### src/rtl/seq_scan_ctrl.sv
// Scan controller: serializes a latched word LSB-first and runs
// overlapping pattern detection with hit count and first-hit index.
module seq_scan_ctrl #(
   parameter int WORD_W = 16,
   parameter int PAT_W  = 3,
   parameter int CNT_W  = 5
) (
   input  logic              clk,
   input  logic              rst,
   input  logic              start,
   input  logic [WORD_W-1:0] word_in,
   input  logic [PAT_W-1:0]  pattern,
   output logic              ready,
   output logic              busy,
   output logic              ser_bit,
   output logic              ser_valid,
   output logic              hit,
   output logic [CNT_W-1:0]  hit_count,
   output logic [CNT_W-1:0]  first_hit,
   output logic              first_valid,
   output logic              done
);

   localparam logic [1:0] S_IDLE  = 2'd0;
   localparam logic [1:0] S_SHIFT = 2'd1;
   localparam logic [1:0] S_DONE  = 2'd2;

   localparam logic [CNT_W-1:0] MIN_IDX  = CNT_W'(PAT_W - 1);
   localparam logic [CNT_W-1:0] LAST_IDX = CNT_W'(WORD_W - 1);

   logic [1:0]        state_q, state_d;
   logic [WORD_W-1:0] word_q, word_d;
   logic [PAT_W-1:0]  pat_q, pat_d;
   logic [PAT_W-2:0]  hist_q, hist_d;
   logic [CNT_W-1:0]  idx_q, idx_d;
   logic              hit_q, hit_d;
   logic [CNT_W-1:0]  cnt_q, cnt_d;
   logic [CNT_W-1:0]  first_q, first_d;
   logic              fv_q, fv_d;

   logic [WORD_W-1:0] word_sh;
   logic              cur_bit;
   logic [PAT_W-1:0]  window;
   logic              match;

   // Shift keeps the index select width-agnostic.
   assign word_sh = word_q >> idx_q;
   assign cur_bit = word_sh[0];
   assign window  = {hist_q, cur_bit};
   assign match   = (window == pat_q) && (idx_q >= MIN_IDX);

   always_comb begin
      state_d = state_q;
      word_d  = word_q;
      pat_d   = pat_q;
      hist_d  = hist_q;
      idx_d   = idx_q;
      hit_d   = 1'b0;
      cnt_d   = cnt_q;
      first_d = first_q;
      fv_d    = fv_q;
      unique case (state_q)
         S_IDLE: begin
            if (start) begin
               word_d  = word_in;
               pat_d   = pattern;
               hist_d  = '0;
               idx_d   = '0;
               cnt_d   = '0;
               first_d = '0;
               fv_d    = 1'b0;
               state_d = S_SHIFT;
            end
         end
         S_SHIFT: begin
            hist_d = window[PAT_W-2:0];
            idx_d  = idx_q + CNT_W'(1);
            if (match) begin
               hit_d = 1'b1;
               if (cnt_q != '1) begin
                  cnt_d = cnt_q + CNT_W'(1);
               end
               if (!fv_q) begin
                  first_d = idx_q;
                  fv_d    = 1'b1;
               end
            end
            if (idx_q == LAST_IDX) begin
               state_d = S_DONE;
            end
         end
         S_DONE: begin
            state_d = S_IDLE;
         end
         default: begin
            state_d = S_IDLE;
            word_d  = '0;
            pat_d   = '0;
            hist_d  = '0;
            idx_d   = '0;
            cnt_d   = '0;
            first_d = '0;
            fv_d    = 1'b0;
         end
      endcase
   end

   always_ff @(posedge clk or negedge rst) begin
      if (!rst) begin
         state_q <= S_IDLE;
         word_q  <= '0;
         pat_q   <= '0;
         hist_q  <= '0;
         idx_q   <= '0;
         hit_q   <= 1'b0;
         cnt_q   <= '0;
         first_q <= '0;
         fv_q    <= 1'b0;
      end else begin
         state_q <= state_d;
         word_q  <= word_d;
         pat_q   <= pat_d;
         hist_q  <= hist_d;
         idx_q   <= idx_d;
         hit_q   <= hit_d;
         cnt_q   <= cnt_d;
         first_q <= first_d;
         fv_q    <= fv_d;
      end
   end

   assign ready       = (state_q == S_IDLE);
   assign busy        = (state_q == S_SHIFT) || (state_q == S_DONE);
   assign ser_valid   = (state_q == S_SHIFT);
   assign ser_bit     = ser_valid & cur_bit;
   assign done        = (state_q == S_DONE);
   assign hit         = hit_q;
   assign hit_count   = cnt_q;
   assign first_hit   = first_q;
   assign first_valid = fv_q;

endmodule

### config.mk
export PLATFORM = sky130hd
export DESIGN_NAME = seq_scan_ctrl
export DESIGN_NICKNAME = d
export VERILOG_FILES = /design/src/rtl/seq_scan_ctrl.sv
export SDC_FILE = /design/constraint.sdc
export NUM_CORES = 1
export LEC_CHECK = 0
export BUFFER_PORTS_ARGS = -buffer_cell sky130_fd_sc_hd__buf_4
export CELL_PAD_IN_SITES_DETAIL_PLACEMENT = 1
export CELL_PAD_IN_SITES_GLOBAL_PLACEMENT = 2
export CORE_MARGIN = 10
export CORE_UTILIZATION = 32
export CTS_BUF_LIST = sky130_fd_sc_hd__clkbuf_2
export CTS_CLUSTER_SIZE = 25
export DETAILED_ROUTE_END_ITERATION = 10
export GPL_TIMING_DRIVEN = 0
export HOLD_SLACK_MARGIN = 0.06
export PLACE_DENSITY = 0.83
export SLEW_MARGIN = 20
export SYNTH_ARGS = -nofsm -noshare
export SYNTH_HDL_FRONTEND = slang
export SYNTH_SLANG_ARGS = --single-unit
### constraint.sdc
create_clock -name clk -period 2.4 [get_ports clk]
set_clock_uncertainty 0.2 [all_clocks]
set_input_delay 0.12 -clock clk [delete_from_list [all_inputs] [get_ports clk]]
set_output_delay 0.12 -clock clk [all_outputs]
set_load 0.005 [all_outputs]
* After elaboration in Yosys (flattened, before gate mapping)
Cells that the tools add are included.
** Cells by class
- Equal/unequal tests :: 10
- Muxes and demuxes :: 22
- Magnitude comparators :: 1
- Bitwise operators :: 3
- Add/subtract/negate cells :: 2
- Reductions and logical operators :: 10
- Shift operators :: 1
** Operator list (number)
- 5-bit one-hot mux with 3 select lines :: 3
- 16-bit one-hot mux with 2 select lines :: 1
- 5-bit 2-to-1 mux :: 5
- 16-bit 2-to-1 mux :: 1
- 16-bit by 5-bit >> shifter with 1-bit output :: 1
- 5-bit by 1-bit adder with 5-bit output, second input constant :: 2
- 4-bit AND reduction :: 2
- 2-bit 2-to-1 mux :: 3
- 2-bit by 1-bit != test with 1-bit output, second input constant :: 3
- 2-bit one-hot mux with 3 select lines :: 1
- 3-bit one-hot mux with 2 select lines :: 1
- 2-bit AND reduction :: 3
- 5-bit by 4-bit equality test with 1-bit output, second input constant :: 1
- 5-bit by 2-bit >= comparator with 1-bit output, second input constant :: 1
- 5-bit != test, second input constant :: 1
- 1-bit 2-to-1 mux :: 4
- 2-bit != test, second input constant :: 2
- 2-bit one-hot mux with 2 select lines :: 1
- 3-bit equality test :: 1
- 3-bit 2-to-1 mux :: 1
- 1-bit one-hot mux with 3 select lines :: 1
- 3-bit AND reduction :: 1
- 2-bit by 1-bit equality test with 1-bit output, second input constant :: 1
- 2-bit equality test, second input constant :: 1
- 6 further kinds :: 7
** Storage, ports and cells
- Register bits after elaboration :: 40
- Logic and storage cells :: 58
- Output and inout port bits :: 17
- Input bits :: 22

* Logic depth before layout (Yosys ltp)
- Depth after elaboration :: 5
- Mapped depth :: 8
- Mapped depth without buffers :: 7

* Worst setup path after synthesis
OpenSTA, ideal clock, no wires.
- Path kind :: reg2reg
- Start point :: reg idx_q[0]
- End point :: reg first_q[0] (netlist: first_hit[0])
- Buffers on the path :: 1
- Setup time :: 0.079 ns
- Period minus slack after synthesis :: 2.257 ns
- Data arrival time :: 1.978 ns
- Required time :: 2.121 ns
- Stages on the path, launching flop included :: 9
- Path slack :: 0.143 ns
- Path through :: dfrtp_1 buf_6 inv_1 ha_1 nor3_1 a311oi_1 nand4b_1 mux2i_4 mux2i_1
** On the way
- Longest elaborated chain between the ends :: 5
- Elaborated cells between the ends (all ways) :: 9
- Those cells by class :: order compare (1); eq/ne (2); shift (1); mux (3); reduce/logical (2)
** Ends and longest elaborated chain
- start: declaration :: line 35 : logic [CNT_W-1:0] idx_q, idx_d;
- start signal: assignment :: line 124 : idx_q <= idx_d;
- 16-bit by 5-bit >> shifter with 1-bit output :: line 47 : assign word_sh = word_q >> idx_q;
- 3-bit equality test :: line 50 : assign match = (window == pat_q) && (idx_q >= MIN_IDX);
- 1-bit logical AND :: line 50
- 2-bit by 1-bit != test with 1-bit output (no source line)
- 4-bit AND reduction (no source line)
- end signal: assignment :: line 127 : first_q <= first_d;
- end: declaration :: line 38 : logic [CNT_W-1:0] first_q, first_d;
Several ways; a longest one is shown, not always the timed one. The select of a mux whose other input is x is not followed.
A chain may end at the register's enable or synchronous reset.

* Final worst setup path
- Start point :: reg idx_q[0]
- End point :: reg cnt_q[1] (netlist: hit_count[1])
** On the way
- Longest elaborated chain between the ends :: 5
- Elaborated cells between the ends (all ways) :: 6
- Those cells by class :: order compare (1); eq/ne (2); shift (1); reduce/logical (2)
** Ends and longest elaborated chain
- 16-bit by 5-bit >> shifter with 1-bit output :: line 47
- 3-bit equality test :: line 50
- 1-bit logical AND * :: line 50
- 2-bit by 1-bit != test with 1-bit output (no source line) *
- 4-bit AND reduction (no source line) *
- end signal: assignment :: line 126 : cnt_q <= cnt_d;
- end: declaration :: line 37 : logic [CNT_W-1:0] cnt_q, cnt_d;
Every way passes the cells marked *; elsewhere a longest branch is shown, timed or not.

==> qor.yml <==
die:
  core_area_um2: 6350
  num_rows: 29
  die_y_um: 101.0
  initial_core_util: 0.3308
  die_x_um: 101.0
  ios: 39
  fp.dieArea_um2: 10210
clocking:
  clockRootBuffer: "clkbuf_2"
  clock_path_buffers: 2
  cts_sinks: 40
  insertion_delay_ns: 0.39
  htreeDepth: 2
  clk_pin_slew_worst_paths_ns: 0.22
  cts_buffers: 5
  cts_tree: "yes"
drt:
  via_per_inst: 4.834
  route.detailed.drc: 0
  avgRoutedWirePerCell_um: 14.99
  dr_total_vias: 1808
  detail-route-antenna-nets: 0
  drtPass1Iterations: 4
  wl_um: 5605
  drt_iter0_drc: 46
timing:
  finalHoldViolCount: 0
  finalCritPeriodShare: 0.9850
  fin_crit_ns: 2.364
  setup_viol: 0
  holdWs_ns: 0.3055
  clock.fmax_ghz: 0.4230
  grt_setup_unrepaired: "true"
  slew_viol_final: 0
  worst_slew_pin_slew_ns: 0.5183
  maxSlewHeadroom: 0.6545
status:
  outcome: "complete, no violations"
place:
  placed_cell_area_um2: 2482
  dp_hpwl_um: 4043
  dp.cells: 337
  place.gp.congestion: 0.7889
  io_buffers: 38
synth:
  netlist_area_um2: 2101
  postSynthCellCount: 222
  yosysTopAreaCell: "dfrtp_1"
  syn_avg_cell_area_um2: 9.463
  synth_cell_types: 32
  synthesis.nets: 252
  ys_ff_latch: 40
  synth_warnings: 0
  ys_seq_area_frac: 0.4765
  synth_area_leaders: "dfrtp_1 48%, nand2_1 12%, mux2i_1 6.7%, o21ai_0 5.5%, ha_1 4.8%"
  synth_top_area_frac: 0.4765
grt:
  gr-usage-met1: 0.1433
  grt_pass1_wl_um: 9646
  gr-max-usage-layer: "met2"
  use_met2: 0.1926
  track_usage: 0.1168
  grt_pass1_vias: 1949
  grt_overflow_total: 0
  antenna_found_initial: 0
  grt_start_max_net_pins: 41
  met3_usage: 0.03567
finish:
  diodes: 0
  stdcell_area_um2: 2860
  fin_cells: 374
  final_nets: 326
  finish.utilization: 0.4504
  drive_gt1_frac: 0.2525
  syn2layout_area_growth_pct: 36.15
worst_setup_path:
  critical_path_class: "register to register"
  worstPathRequired_ns: 2.54
  cp_max_fo: 7
  startpoint_type: "register"
  worstSetupEndpointType: "register"
  worstPathArrival_ns: 2.50
flow_run:
  maxCapViolCount: 0
power:
  power_leakage_nw: 1.355
  p_per_area_nw_per_um2: 1011
  ir_drop_v: 0.0007642
  power_mw: 2.893
hold_path:
  hold_path.class: "register to register"
## flip-flops by register name, indices dropped and copies added (netlist names)
name,cells
first_hit,5
first_valid,1
hist_q,2
hit,1
hit_count,5
idx_q,5
pat_q,3
state_q,2
word_q,16
## power breakdown
group          total, mW  leakage (nW)  internal [mW]  switching (mW)
registers          0.998         0.534          0.862           0.135
logic               1.60         0.794          0.772           0.825
clock network      0.298        0.0266         0.0728           0.225
total               2.89          1.35           1.71            1.19
## layout by cell type, fill, tap and decap left out, types with 3 or more instances in the layout
cell type and count:
xor2_1 4, clkbuf_1 5, ha_1 8, dfrtp_1 40, or2_2 3, buf_4 42
dlygate4sd3_1 22, o21ai_0 23, nand2_1 65, inv_1 6, clkbuf_2 11, xnor2_1 3
nand3_1 6, nor2_1 7, mux2i_1 14
## cell usage after synthesis
| cell | instances |
|---|---|
| mux2i_1 | 14 |
| nor2_1 | 9 |
| inv_1 | 6 |
| a21oi_1 | 2 |
| o21ai_0 | 23 |
| a221o_1 | 1 |
| a311o_1 | 1 |
| clkbuf_1 | 10 |
| a311oi_1 | 1 |
| nand4b_1 | 2 |
| nand2_1 | 65 |
| nand4_1 | 1 |
| and3_1 | 2 |
| and2_1 | 1 |
| mux2i_4 | 2 |
| nand2b_1 | 1 |
| or2_2 | 3 |
| buf_6 | 1 |
| mux4_2 | 2 |
| mux2_2 | 1 |
| buf_2 | 2 |
| nor3_1 | 2 |
| nor2b_1 | 4 |
| nand3b_1 | 2 |
| or3_1 | 1 |
| xnor2_1 | 3 |
| xor2_1 | 4 |
| o21a_1 | 1 |
| ha_1 | 8 |
| dfrtp_1 | 40 |
| nand3_1 | 6 |
| o32a_4 | 1 |
## final cells by class
| type | count | area, um2 |
|---|---|---|
| buffer | 13 | 65.06 |
| clock buffer | 6 | 30.03 |
| clock inverter | 2 | 11.26 |
| fill | 717 | 3490 |
| inverter | 6 | 22.52 |
| multi-input combinational | 163 | 1047 |
| sequential | 40 | 1001 |
| tap | 77 | 96.34 |
| timing repair buffer | 67 | 586.8 |
## metal layers
metal / part of all wire / routed length, um
met5: 0 / 0
met4: 0.0055 / 31
met3: 0.052 / 289
met2: 0.49 / 2742
met1: 0.45 / 2541
## final timing paths
kind	from	to	slack, ns	cells after the start
min reg2reg	word_q[5]	word_q[5]	0.31	2
min in group asynchronous	rst	hit_count[0]	0.52	4
max in group asynchronous	rst	idx_q[0]	1.25	4
min	word_q[5]	word_q[5]	0.31	2
max	idx_q[0]	hit_count[1]	0.04	7
max reg2reg	idx_q[0]	hit_count[1]	0.04	7
## repair_timing
item / 4_1_cts / 5_1_grt
cloned: 0 / 0
hold endpoints to repair: 63 / 0
gates resized for setup: 9 / 7
endpoints found under the setup margin: 30 / 31
pin swaps: 3 / 3
hold buffers: 23 / 0
setup buffers: 4 / 2
## worst max-delay path, stage by stage (launching register included)
cell	delay, ns
dfrtp_1	0.42
buf_6	0.15
mux4_2	0.51
nor2_2	0.11
o32a_4	0.26
buf_12	0.12
mux2i_4	0.33
mux2i_1	0.23
## kinds of logic after synthesis
logic type      count (synthesis)  share of synthesized area
simple gates                   99                     0.2055
flops                          40                     0.4765
compound gates                 30                    0.08755
buf+inv                        19                    0.03871
mux                            19                     0.1149
fa+ha+maj                       8                    0.04765
xor+xnor                        7                    0.02918
## metrics by stage
stage / worst slack, ns / TNS [ns]
finish: 0.03609 / 0
floorplan: 0.1427 / 0
detailed placement: -0.2206 / -5.029
CTS: -0.04719 / -0.09112
global route: -0.09128 / -0.5279
global placement: -0.1627 / -3.640
Power figures use the tool's default switching activity.
